==> config.mk <==
export PLATFORM = sky130hd
export DESIGN_NAME = dram_rom_ctl_flat
export DESIGN_NICKNAME = d
export VERILOG_FILES = /design/src/rtl/dram_rom_ctl_if.sv /design/src/rtl/dram_rom_ctl.sv /design/src/flat_wrapper.sv
export SDC_FILE = /design/constraint.sdc
export NUM_CORES = 1
export LEC_CHECK = 0
export BUFFER_PORTS_ARGS = -buffer_cell sky130_fd_sc_hd__buf_2
export CORE_MARGIN = 4
export CORE_UTILIZATION = 48
export CTS_CLUSTER_SIZE = 20
export DETAILED_ROUTE_END_ITERATION = 10
export GPL_ROUTABILITY_DRIVEN = 0
export MAX_ROUTING_LAYER = met4
export PLACE_DENSITY = 0.87
export SYNTH_ARGS = -nofsm -noshare
export SYNTH_HDL_FRONTEND = slang
export SYNTH_SLANG_ARGS = --single-unit
==> constraint.sdc <==
create_clock -name CLK -period 1.6 [get_ports CLK]
set_input_delay 0.32 -clock CLK [delete_from_list [all_inputs] [get_ports CLK]]
set_output_delay 0.32 -clock CLK [all_outputs]
set_load 0.02 [all_outputs]
==> src/rtl/dram_rom_ctl_if.sv <==
// dram_rom_ctl_if
//   Bus-side bundle between the 68k bus decode and dram_rom_ctl.
//   master : bus decode / CPU side. Drives the word address A, the 68k strobes
//            (nWE, nAS, nLDS, nUDS), the CACT qualifier and the region selects
//            (RAMCS, ROMCS). Observes Ready and the refresh status outputs.
//   slave  : controller side. Samples the strobes and returns Ready, RefReq,
//            RefUrgent and RefAck.
//   A layout: column A[RA_W:1], row A[2*RA_W:RA_W+1], bank bits above the row.
interface dram_rom_ctl_if #(
  parameter int RA_W  = 10,
  parameter int BANKS = 2
);
  localparam int BB = $clog2(BANKS);

  logic [2*RA_W+BB:1] A;
  logic               nWE;
  logic               nAS;
  logic               nLDS;
  logic               nUDS;
  logic               CACT;
  logic               RAMCS;
  logic               ROMCS;
  logic               Ready;
  logic               RefReq;
  logic               RefUrgent;
  logic               RefAck;

  modport master (
    output A, nWE, nAS, nLDS, nUDS, CACT, RAMCS, ROMCS,
    input  Ready, RefReq, RefUrgent, RefAck
  );

  modport slave (
    input  A, nWE, nAS, nLDS, nUDS, CACT, RAMCS, ROMCS,
    output Ready, RefReq, RefUrgent, RefAck
  );
endinterface

==> src/rtl/dram_rom_ctl.sv <==
// dram_rom_ctl
//   Memory controller for banked DRAM plus a ROM/flash device, driven from the
//   68k bus strobes. Two independent FSMs: the DRAM machine (accesses and
//   CAS-before-RAS refresh) and the ROM machine, so a refresh can run while a
//   ROM access is in progress. A free-running divider posts refresh ticks into
//   a saturating 2-bit pending counter.
//
// Ports
//   CLK     : sole clock, rising edge
//   RES     : synchronous active-high reset
//   bus     : dram_rom_ctl_if.slave (address, 68k strobes, selects, Ready,
//             RefReq, RefUrgent, RefAck)
//   RA      : multiplexed DRAM address (row, then column)
//   nRAS    : per-bank row strobes, active low
//   nCAS    : column strobe, active low (shared by all banks)
//   nLWE    : DRAM lower-byte write enable, active low
//   nUWE    : DRAM upper-byte write enable, active low
//   nOE     : output enable for DRAM and ROM reads, active low
//   nROMCS  : ROM chip select, active low
//   nROMWE  : ROM write enable, active low
//
// Every output is a flop loaded from the next-state decode, so each output
// changes on the same edge that moves its FSM into the matching state.
module dram_rom_ctl #(
  parameter int RA_W    = 10,
  parameter int BANKS   = 2,
  parameter int TCAS    = 2,
  parameter int TRP     = 2,
  parameter int ROM_WS  = 3,
  parameter int REF_DIV = 128,
  parameter int URG     = 2
) (
  input  logic               CLK,
  input  logic               RES,
  dram_rom_ctl_if.slave      bus,
  output logic [RA_W-1:0]    RA,
  output logic [BANKS-1:0]   nRAS,
  output logic               nCAS,
  output logic               nLWE,
  output logic               nUWE,
  output logic               nOE,
  output logic               nROMCS,
  output logic               nROMWE
);

  localparam int BB = $clog2(BANKS);
  localparam int DW = $clog2(REF_DIV);

  localparam logic [2:0]    TCAS_M1 = 3'(TCAS - 1);
  localparam logic [2:0]    TCAS_C  = 3'(TCAS);
  localparam logic [2:0]    TRP_M1  = 3'(TRP - 1);
  localparam logic [3:0]    ROM_C   = 4'(ROM_WS);
  localparam logic [DW-1:0] DIV_MAX = DW'(REF_DIV - 1);
  localparam logic [1:0]    URG_C   = 2'(URG);

  typedef enum logic [2:0] {
    D_IDLE,
    D_RAS,
    D_COL,
    D_CAS,
    D_HOLD,
    D_PRE,
    D_RCAS,
    D_RRAS
  } d_state_t;

  typedef enum logic [1:0] {
    R_IDLE,
    R_WAIT,
    R_HOLD
  } r_state_t;

  // ---------------------------------------------------------------------------
  // State and output registers
  // ---------------------------------------------------------------------------
  d_state_t          r_d_st;
  r_state_t          r_r_st;
  logic [2:0]        r_dcnt;
  logic [3:0]        r_rcnt;
  logic [BB-1:0]     r_bank;
  logic [DW-1:0]     r_div;
  logic [1:0]        r_pend;
  logic              r_ready;
  logic              r_ref_req;
  logic              r_ref_urgent;
  logic              r_ref_ack;
  logic [RA_W-1:0]   r_ra;
  logic [BANKS-1:0]  r_nras;
  logic              r_ncas;
  logic              r_nlwe;
  logic              r_nuwe;
  logic              r_noe;
  logic              r_nromcs;
  logic              r_nromwe;

  // ---------------------------------------------------------------------------
  // Request decode and address fields
  // ---------------------------------------------------------------------------
  logic              w_ram_req;
  logic              w_rom_req;
  logic [RA_W-1:0]   w_a_col;
  logic [RA_W-1:0]   w_a_row;
  logic [BB-1:0]     w_a_bank;
  logic [BB-1:0]     w_bank_sel;

  assign w_ram_req = !bus.nAS && bus.CACT && bus.RAMCS;
  assign w_rom_req = !bus.nAS && bus.CACT && bus.ROMCS && !bus.RAMCS;
  assign w_a_col   = bus.A[RA_W:1];
  assign w_a_row   = bus.A[2*RA_W:RA_W+1];
  assign w_a_bank  = bus.A[2*RA_W+BB:2*RA_W+1];

  // The bank tracks the bus while idle and freezes once an access starts, so
  // nRAS stays on the same bank even if A moves before nAS is released.
  assign w_bank_sel = (r_d_st == D_IDLE) ? w_a_bank : r_bank;

  // ---------------------------------------------------------------------------
  // DRAM FSM next state
  // ---------------------------------------------------------------------------
  d_state_t          w_d_nxt;
  logic [2:0]        w_dcnt_nxt;
  logic              w_ref_start;

  // NOTE: every signal written here gets a default first, so no path through
  // the case leaves it unassigned and no latch is inferred.
  always_comb begin
    w_d_nxt     = r_d_st;
    w_dcnt_nxt  = r_dcnt;
    w_ref_start = 1'b0;
    unique case (r_d_st)
      D_IDLE: begin
        // Urgent refresh beats a waiting access; a non-urgent one only runs
        // when the bus is not asking for DRAM.
        if (r_ref_urgent || (r_ref_req && !w_ram_req)) begin
          w_d_nxt     = D_RCAS;
          w_ref_start = 1'b1;
        end else if (w_ram_req) begin
          w_d_nxt = D_RAS;
        end
      end
      D_RAS: w_d_nxt = D_COL;
      D_COL: begin
        w_d_nxt    = D_CAS;
        w_dcnt_nxt = TCAS_M1;
      end
      D_CAS: begin
        if (r_dcnt == 3'd0) w_d_nxt = D_HOLD;
        else                w_dcnt_nxt = r_dcnt - 3'd1;
      end
      D_HOLD: begin
        if (bus.nAS) begin
          w_d_nxt    = D_PRE;
          w_dcnt_nxt = TRP_M1;
        end
      end
      D_PRE: begin
        if (r_dcnt == 3'd0) w_d_nxt = D_IDLE;
        else                w_dcnt_nxt = r_dcnt - 3'd1;
      end
      D_RCAS: begin
        w_d_nxt    = D_RRAS;
        w_dcnt_nxt = TCAS_C;
      end
      D_RRAS: begin
        if (r_dcnt == 3'd0) begin
          w_d_nxt    = D_PRE;
          w_dcnt_nxt = TRP_M1;
        end else begin
          w_dcnt_nxt = r_dcnt - 3'd1;
        end
      end
      default: w_d_nxt = D_IDLE;
    endcase
  end

  // ---------------------------------------------------------------------------
  // DRAM strobes for the state being entered
  // ---------------------------------------------------------------------------
  logic [RA_W-1:0]   w_ra;
  logic [BANKS-1:0]  w_nras;
  logic              w_ncas;
  logic              w_nlwe;
  logic              w_nuwe;
  logic              w_noe_d;

  always_comb begin
    w_ra    = r_ra;
    w_nras  = '1;
    w_ncas  = 1'b1;
    w_nlwe  = 1'b1;
    w_nuwe  = 1'b1;
    w_noe_d = 1'b1;
    unique case (w_d_nxt)
      D_RAS: begin
        w_nras[w_bank_sel] = 1'b0;
        w_ra               = w_a_row;
      end
      D_COL: begin
        w_nras[w_bank_sel] = 1'b0;
        w_ra               = w_a_col;
      end
      D_CAS, D_HOLD: begin
        w_nras[w_bank_sel] = 1'b0;
        w_ncas             = 1'b0;
        if (bus.nWE) begin
          w_noe_d = 1'b0;
        end else begin
          w_nlwe = bus.nLDS;
          w_nuwe = bus.nUDS;
        end
      end
      // CAS-before-RAS refresh: the DRAM's internal counter supplies the row.
      D_RCAS: w_ncas = 1'b0;
      D_RRAS: begin
        w_nras = '0;
        w_ncas = 1'b0;
      end
      default: ;
    endcase
  end

  // ---------------------------------------------------------------------------
  // ROM FSM next state and strobes
  // ---------------------------------------------------------------------------
  r_state_t          w_r_nxt;
  logic [3:0]        w_rcnt_nxt;
  logic              w_nromcs;
  logic              w_nromwe;
  logic              w_noe_r;

  // The counter is loaded with ROM_WS on entry and R_WAIT exits when it reads
  // zero, so the first wait cycle acts as chip-select setup and Ready comes
  // ROM_WS+1 edges after the request is sampled.
  always_comb begin
    w_r_nxt    = r_r_st;
    w_rcnt_nxt = r_rcnt;
    unique case (r_r_st)
      R_IDLE: begin
        if (w_rom_req) begin
          w_r_nxt    = R_WAIT;
          w_rcnt_nxt = ROM_C;
        end
      end
      R_WAIT: begin
        if (r_rcnt == 4'd0) w_r_nxt = R_HOLD;
        else                w_rcnt_nxt = r_rcnt - 4'd1;
      end
      R_HOLD: begin
        if (bus.nAS) w_r_nxt = R_IDLE;
      end
      default: w_r_nxt = R_IDLE;
    endcase
  end

  always_comb begin
    w_nromcs = 1'b1;
    w_nromwe = 1'b1;
    w_noe_r  = 1'b1;
    if (w_r_nxt != R_IDLE) begin
      w_nromcs = 1'b0;
      if (bus.nWE) w_noe_r  = 1'b0;
      else         w_nromwe = bus.nLDS & bus.nUDS;
    end
  end

  // ---------------------------------------------------------------------------
  // Refresh divider and pending counter
  // ---------------------------------------------------------------------------
  logic              w_tick;
  logic [1:0]        w_pend_nxt;

  assign w_tick = (r_div == DIV_MAX);

  always_comb begin
    w_pend_nxt = r_pend;
    unique case ({w_tick, w_ref_start})
      2'b10:   w_pend_nxt = (r_pend == 2'd3) ? 2'd3 : r_pend + 2'd1;
      2'b01:   w_pend_nxt = r_pend - 2'd1;
      default: w_pend_nxt = r_pend;
    endcase
  end

  // ---------------------------------------------------------------------------
  // Registers
  // ---------------------------------------------------------------------------
  // NOTE: sequential state uses non-blocking assignments only, so every flop
  // samples the pre-edge value of every other flop regardless of statement order.
  always_ff @(posedge CLK) begin
    if (RES) begin
      r_d_st       <= D_IDLE;
      r_r_st       <= R_IDLE;
      r_dcnt       <= '0;
      r_rcnt       <= '0;
      r_bank       <= '0;
      r_div        <= '0;
      r_pend       <= '0;
      r_ready      <= 1'b0;
      r_ref_req    <= 1'b0;
      r_ref_urgent <= 1'b0;
      r_ref_ack    <= 1'b0;
      r_ra         <= '0;
      r_nras       <= '1;
      r_ncas       <= 1'b1;
      r_nlwe       <= 1'b1;
      r_nuwe       <= 1'b1;
      r_noe        <= 1'b1;
      r_nromcs     <= 1'b1;
      r_nromwe     <= 1'b1;
    end else begin
      r_d_st       <= w_d_nxt;
      r_r_st       <= w_r_nxt;
      r_dcnt       <= w_dcnt_nxt;
      r_rcnt       <= w_rcnt_nxt;
      r_bank       <= w_bank_sel;
      r_div        <= w_tick ? '0 : r_div + 1'b1;
      r_pend       <= w_pend_nxt;
      r_ready      <= (w_d_nxt == D_HOLD) || (w_r_nxt == R_HOLD);
      r_ref_req    <= (w_pend_nxt != 2'd0);
      r_ref_urgent <= (w_pend_nxt >= URG_C);
      r_ref_ack    <= w_ref_start;
      r_ra         <= w_ra;
      r_nras       <= w_nras;
      r_ncas       <= w_ncas;
      r_nlwe       <= w_nlwe;
      r_nuwe       <= w_nuwe;
      // nOE is shared: either machine's read may pull it low.
      r_noe        <= w_noe_d & w_noe_r;
      r_nromcs     <= w_nromcs;
      r_nromwe     <= w_nromwe;
    end
  end

  // ---------------------------------------------------------------------------
  // Outputs
  // ---------------------------------------------------------------------------
  assign bus.Ready     = r_ready;
  assign bus.RefReq    = r_ref_req;
  assign bus.RefUrgent = r_ref_urgent;
  assign bus.RefAck    = r_ref_ack;
  assign RA            = r_ra;
  assign nRAS          = r_nras;
  assign nCAS          = r_ncas;
  assign nLWE          = r_nlwe;
  assign nUWE          = r_nuwe;
  assign nOE           = r_noe;
  assign nROMCS        = r_nromcs;
  assign nROMWE        = r_nromwe;

endmodule
==> src/flat_wrapper.sv <==
// flat-port wrapper written by rule: the top's interface ports become plain ports
module dram_rom_ctl_flat 
#(
  parameter int RA_W    = 10,
  parameter int BANKS   = 2,
  parameter int TCAS    = 2,
  parameter int TRP     = 2,
  parameter int ROM_WS  = 3,
  parameter int REF_DIV = 128,
  parameter int URG     = 2
)
  (CLK, RES, RA, nRAS, nCAS, nLWE, nUWE, nOE, nROMCS, nROMWE, bus_A, bus_nWE, bus_nAS, bus_nLDS, bus_nUDS, bus_CACT, bus_RAMCS, bus_ROMCS, bus_Ready, bus_RefReq, bus_RefUrgent, bus_RefAck);
  dram_rom_ctl_if #(.RA_W(RA_W), .BANKS(BANKS)) bus_i ();
  input  logic CLK;
  input  logic RES;
  output logic [RA_W-1:0] RA;
  output logic [BANKS-1:0] nRAS;
  output logic nCAS;
  output logic nLWE;
  output logic nUWE;
  output logic nOE;
  output logic nROMCS;
  output logic nROMWE;
  input wire logic [$bits(bus_i.A)-1:0] bus_A;
  input wire logic [$bits(bus_i.nWE)-1:0] bus_nWE;
  input wire logic [$bits(bus_i.nAS)-1:0] bus_nAS;
  input wire logic [$bits(bus_i.nLDS)-1:0] bus_nLDS;
  input wire logic [$bits(bus_i.nUDS)-1:0] bus_nUDS;
  input wire logic [$bits(bus_i.CACT)-1:0] bus_CACT;
  input wire logic [$bits(bus_i.RAMCS)-1:0] bus_RAMCS;
  input wire logic [$bits(bus_i.ROMCS)-1:0] bus_ROMCS;
  output wire logic [$bits(bus_i.Ready)-1:0] bus_Ready;
  output wire logic [$bits(bus_i.RefReq)-1:0] bus_RefReq;
  output wire logic [$bits(bus_i.RefUrgent)-1:0] bus_RefUrgent;
  output wire logic [$bits(bus_i.RefAck)-1:0] bus_RefAck;
  assign bus_i.A = bus_A;
  assign bus_i.nWE = bus_nWE;
  assign bus_i.nAS = bus_nAS;
  assign bus_i.nLDS = bus_nLDS;
  assign bus_i.nUDS = bus_nUDS;
  assign bus_i.CACT = bus_CACT;
  assign bus_i.RAMCS = bus_RAMCS;
  assign bus_i.ROMCS = bus_ROMCS;
  assign bus_Ready = bus_i.Ready;
  assign bus_RefReq = bus_i.RefReq;
  assign bus_RefUrgent = bus_i.RefUrgent;
  assign bus_RefAck = bus_i.RefAck;
  dram_rom_ctl #(.RA_W(RA_W), .BANKS(BANKS), .TCAS(TCAS), .TRP(TRP), .ROM_WS(ROM_WS), .REF_DIV(REF_DIV), .URG(URG)) u_core (.CLK(CLK), .RES(RES), .bus(bus_i), .RA(RA), .nRAS(nRAS), .nCAS(nCAS), .nLWE(nLWE), .nUWE(nUWE), .nOE(nOE), .nROMCS(nROMCS), .nROMWE(nROMWE));
endmodule
; Yosys cells after proc, flatten, opt, wreduce, memory -nomap -nowiden
; Cells that the tools add are included.
[totals]
ff_bits = 44
out_inout_bits = 22
[op_classes]
eq_ne = 24
n_reduce_logical = 29
n_lt_le_gt_ge = 3
muxes = 32
bitwise_logic = 5
n_addsub = 5
[op_table]
columns = op, count
row1 = $mux W3, 9
row2 = $pmux W3 S8, 1
row3 = $eq A3 B3 Y1 const B, 7
row4 = $pmux W10 S2, 1
row5 = $pmux W3 S5, 1
row6 = $eq A3 B2 Y1 const B, 4
row7 = $mux W1, 9
row8 = $eq A2 B2 Y1 const B, 4
row9 = $mux W2, 4
row10 = $mux W4, 2
row11 = $pmux W2 S2, 2
row12 = $pmux W4 S2, 1
row13 = $reduce_bool A2 Y1, 4
row14 = $reduce_or A4 Y1, 2
row15 = $add A7 B1 Y7 const B, 1
row16 = $eq A7 B7 Y1 const B, 1
row17 = $eq A3 B1 Y1 const B, 2
row18 = $logic_and A1 B1 Y1, 6
row19 = $logic_not A3 Y1, 2
row20 = $ne A2 B2 Y1 const B, 3
row21 = $pmux W2 S3, 1
row22 = $reduce_and A3 Y1, 2
row23 = $reduce_or A2 Y1, 3
row24 = $reduce_or A3 Y1, 2
row25 = 18 further kinds, 24

; Depth between registers and ports, before layout
[depth]
word_depth = 12
mapped_depth = 9
depth_no_buf = 9

; Worst setup path before layout
; No wires, ideal clock.
[synth_path]
kind = register to register
start = register u_core.r_div[0]
end = register u_core.r_ref_req (netlist: u_core.bus.RefReq)
required_time_ns = 1.477
path_buffers = 0
path_slack_ns = -0.096
setup_time_ns = 0.123
arrival_time_ns = 1.573
path_stages_with_launch = 8
cell_sequence = dfxtp_1 > ha_1 > and3_1 > nand4_1 > ha_1 > a221oi_1 > a21o_1 > a21oi_1
[synth_between]
elab_chain_cells = 4
[synth_rtl]
columns = element, line
row1 = "start, declared", dram_rom_ctl.sv:81  ; logic [DW-1:0] r_div;
row2 = "start signal, assigned", dram_rom_ctl.sv:314  ; r_div <= w_tick ? '0 : r_div + 1'b1;
row3 = $eq A7 B7 Y1 (*), dram_rom_ctl.sv:271  ; assign w_tick = (r_div == DIV_MAX);
row4 = $eq A2 B1 Y1 / $eq A2 B2 Y1 (equally long branches), dram_rom_ctl.sv:275  ; unique case ({w_tick, w_ref_start})
row5 = $pmux W2 S2 (*), dram_rom_ctl.sv:275
row6 = $reduce_bool A2 Y1 (*), dram_rom_ctl.sv:317  ; r_ref_req <= (w_pend_nxt != 2'd0);
row7 = "end signal, assigned", dram_rom_ctl.sv:317
row8 = "end, declared", dram_rom_ctl.sv:84  ; logic r_ref_req;
; Every way passes the cells marked *; elsewhere a longest branch is shown, timed or not.
; A chain may end at the register's enable or synchronous reset.

; Worst setup path after layout
; Ends and elaborated chain as after synthesis.

==> flow_summary.ini <==
[clock_network]
clkSlewWorstSetupHoldPaths_ns = 0.08
root_buffer = clkbuf_8
tritoncts = yes
worstSkewPairLatency_ns = 0.30
cts_max_level = 2
clock_sinks = 44
cts-buffers-inserted = 5
clk_path_buf_depth = 2

[floorplanning]
dieHeight_um = 74.6
die_w_um = 74.6
die_area_um2 = 5570
core_area_um2 = 4140
rows = 23
io_pins = 52
initial_core_util = 0.514

[final_layout]
final_nets = 342
final_common_cell = buf_2
multi_input_area_um2 = 1120
diodes = 0
syn2layout_area_growth_pct = 25.1
final_util = 0.643
final_cell_mix = buf_2 (51), dfxtp_1 (42), nor2_1 (23), inv_1 (22), buf_4 (22)
drive_above_1_share = 0.370
final-seq-area_um2 = 883
fill_cells = 343

[synth]
yosys.area.top_type_share = 0.413
synthCells = 235
synth_top_flop_cell = dfxtp_1
synth_edf_count = 0
yosys.area.top_type = dfxtp_1
syn-num-nets = 274
synth.area.top_cells = dfxtp_1 (41%), o221a_2 (5.8%), ha_1 (5.3%)
syn_avg_cell_area_um2 = 9.07
ys_ff_latch = 44
yosys_warnings = 0
async_flop_share = 0
syn_area_um2 = 2130
yosys.cell_types.count = 51
ys_seq_area_frac = 0.413

[critical_path]
cp_max_fo = 4
rr_startpoint = u_core.r_div[0]
cp_common_cell = ha_4
crit_type = flop to flop
crit_chain = ha_4 > and3_4 > nand4_1 > ha_4 > a221oi_2 > a21o_1 > a21oi_2
critical_path_buf_inv_count = 0
slowest_delay_ns = 0.36
r2r_slack_ns = -0.07
crit_family = adder cells
r2r_cells = 7
crit_slowest_cell = dfxtp_2
cp.arrival_ns = 1.87
critPathCaptureType = flop
cp.required_ns = 1.79
r2r_end = u_core.bus.RefReq
start_kind = flop

[global_route]
grt_use_total = 0.172
grt-ovfl-total = 0
antenna_found_initial = 0
grt_max_degree = 30
grt_first_pass_wirelength_um = 7220
grt_pass1_vias = 1698

[timing]
timing.final.crit_share = 1.04
rsz0062_at_grt = true
fmax_mhz = 599
final_hold_viol_count = 0
slew_headroom = 0.663
setup_violations = 4
finClkSkew_ns = 0.00765
worstMarginPinSlew_ns = 0.502
post-route-min-period_ns = 1.67
slew_viol_final = 0
setup_ws_ns = -0.0704

[place]
portBuffers = 51
dp_hpwl_um = 3370
place_worst_setup_slack_ns = -0.175

[hold_path]
min_path_cells = 2
hp-class = input port to flop
holdCritStartpoint = bus_nLDS
whs_endpoint = u_core.nLWE

[power_and_ir_drop]
p_leak_nw = 1.19
vdd_drop_max_v = 0.000352
power.density_nw_per_um2 = 856

[routing]
viasPerCell = 5.32
final_antenna_net_count = 0
via_count = 1878
route.detailed.drc = 0
drt_iter0_drc = 80
first_pass_iters = 4
routed_wirelength_um = 4530
routedWlPerCell_um = 12.8

[flow_run]
maxCapViolCount = 0

[outcome]
status = complete, but fails checks
violations = negative setup slack
## where the power goes
| group | internal (mW) | switching [mW] |
|---|---|---|
| Clock | 0.296 | 0.379 |
| Combinational | 0.190 | 0.229 |
| Sequential | 1.16 | 0.0316 |
| Total | 1.64 | 0.640 |
## how the worst max path moves through the flow
stage / from / depth (start not counted) / endpoint / slack (ns)
finish: u_core.r_div[0] / 7 / u_core.bus.RefReq / -0.07
CTS: u_core.r_div[0] / 7 / u_core.bus.RefReq / -0.07
detailed placement: bus_nAS / 9 / u_core.bus.RefReq / -0.18
floorplan: u_core.r_div[1] / 7 / u_core.bus.RefReq / 0.004
global route: u_core.r_div[0] / 7 / u_core.bus.RefReq / -0.14
global placement: bus_nAS / 9 / u_core.bus.RefReq / -0.13
## logic make-up after synthesis
logic type                 after synthesis  share of synthesized area
DFF                                     44                      0.413
buffers and inverters                   37                     0.0922
AOI/OAI and AO/OA                       54                      0.193
adders and majority gates                9                     0.0528
and+or+nand+nor                         82                      0.211
xor gates and xnor gates                 7                     0.0288
muxes                                    2                    0.00940
## flip-flops by register name (all words and copies together) (netlist names)
register / cells
u_core.nUWE: 1
u_core.r_d_st: 3
u_core.r_r_st: 2
u_core.nLWE: 1
u_core.nOE: 1
u_core.r_dcnt: 3
u_core.nRAS: 2
u_core.nROMWE: 1
u_core.nROMCS: 1
u_core.nCAS: 1
u_core.RA: 10
u_core.bus.RefReq: 1
u_core.r_rcnt: 4
u_core.r_div: 7
u_core.bus.RefAck: 1
u_core.bus.Ready: 1
u_core.r_pend: 2
u_core.r_bank: 1
u_core.bus.RefUrgent: 1
## per-layer routing
layer  global-route usage  wire length, um  part of all wire  vias to the layer above
li1                     -                -                 -                      952
met1                0.182             1940              0.43                      867
met2                0.311             2240              0.49                       53
met3               0.0401              307             0.068                        6
met4               0.0613               49             0.011                        0
met5                    -                0                 0                        -
## per-stage QoR
stage,power (mW),TNS (ns),cells,cell area (um^2),hold WS [ns]
after floorplan,1.50,0,235,2170,0.420
after global placement,1.61,-0.416,342,2520,0.471
after detailed placement,1.63,-0.557,342,2520,0.477
after CTS,2.29,-0.109,351,2640,0.210
after global routing,2.37,-0.495,353,2670,0.228
final,2.28,-0.197,353,2670,0.221
## cell type report
cell class	count	share of cell area
clock buffer	5	0.0258
clock inverter	2	0.00469
inverter	24	0.0338
multi-input combinational	154	0.419
sequential	44	0.331
tap	50	0.0235
timing repair buffer	74	0.162
## worst reg2reg max path: stages, from the launching register on
cell	delay (ns)
dfxtp_2	0.36
ha_4	0.13
and3_4	0.18
nand4_1	0.21
ha_4	0.32
a221oi_2	0.16
a21o_1	0.14
a21oi_2	0.06
## cells in the mapped netlist (2+ instances only)
| master | number |
|---|---|
| dfxtp_1 | 44 |
| nor2_1 | 23 |
| inv_1 | 22 |
| a21oi_1 | 21 |
| nor3_1 | 16 |
| nand2_1 | 11 |
| o221a_2 | 11 |
| ha_1 | 9 |
| buf_6 | 6 |
| nand3_1 | 6 |
| nand2b_1 | 4 |
| xor2_1 | 4 |
| a211oi_1 | 3 |
| and3_1 | 3 |
| clkbuf_1 | 3 |
| nand3b_1 | 3 |
| o21ai_0 | 3 |
| xnor2_1 | 3 |
| a21o_1 | 2 |
| a221oi_1 | 2 |
| and3b_1 | 2 |
| buf_2 | 2 |
| mux2i_1 | 2 |
| nor2b_1 | 2 |
| or4_1 | 2 |
## timing repair
| item | 4_1_cts | 5_1_grt |
|---|---|---|
| resized for setup | 4 | 2 |
| hold buffers | 0 | 0 |
| endpoints found under the setup margin | 4 | 6 |
| setup buffers | 2 | 2 |
| pin swaps | 4 | 4 |
| endpoints found under the hold margin | 0 | 0 |
Power figures use the tool's default switching activity.
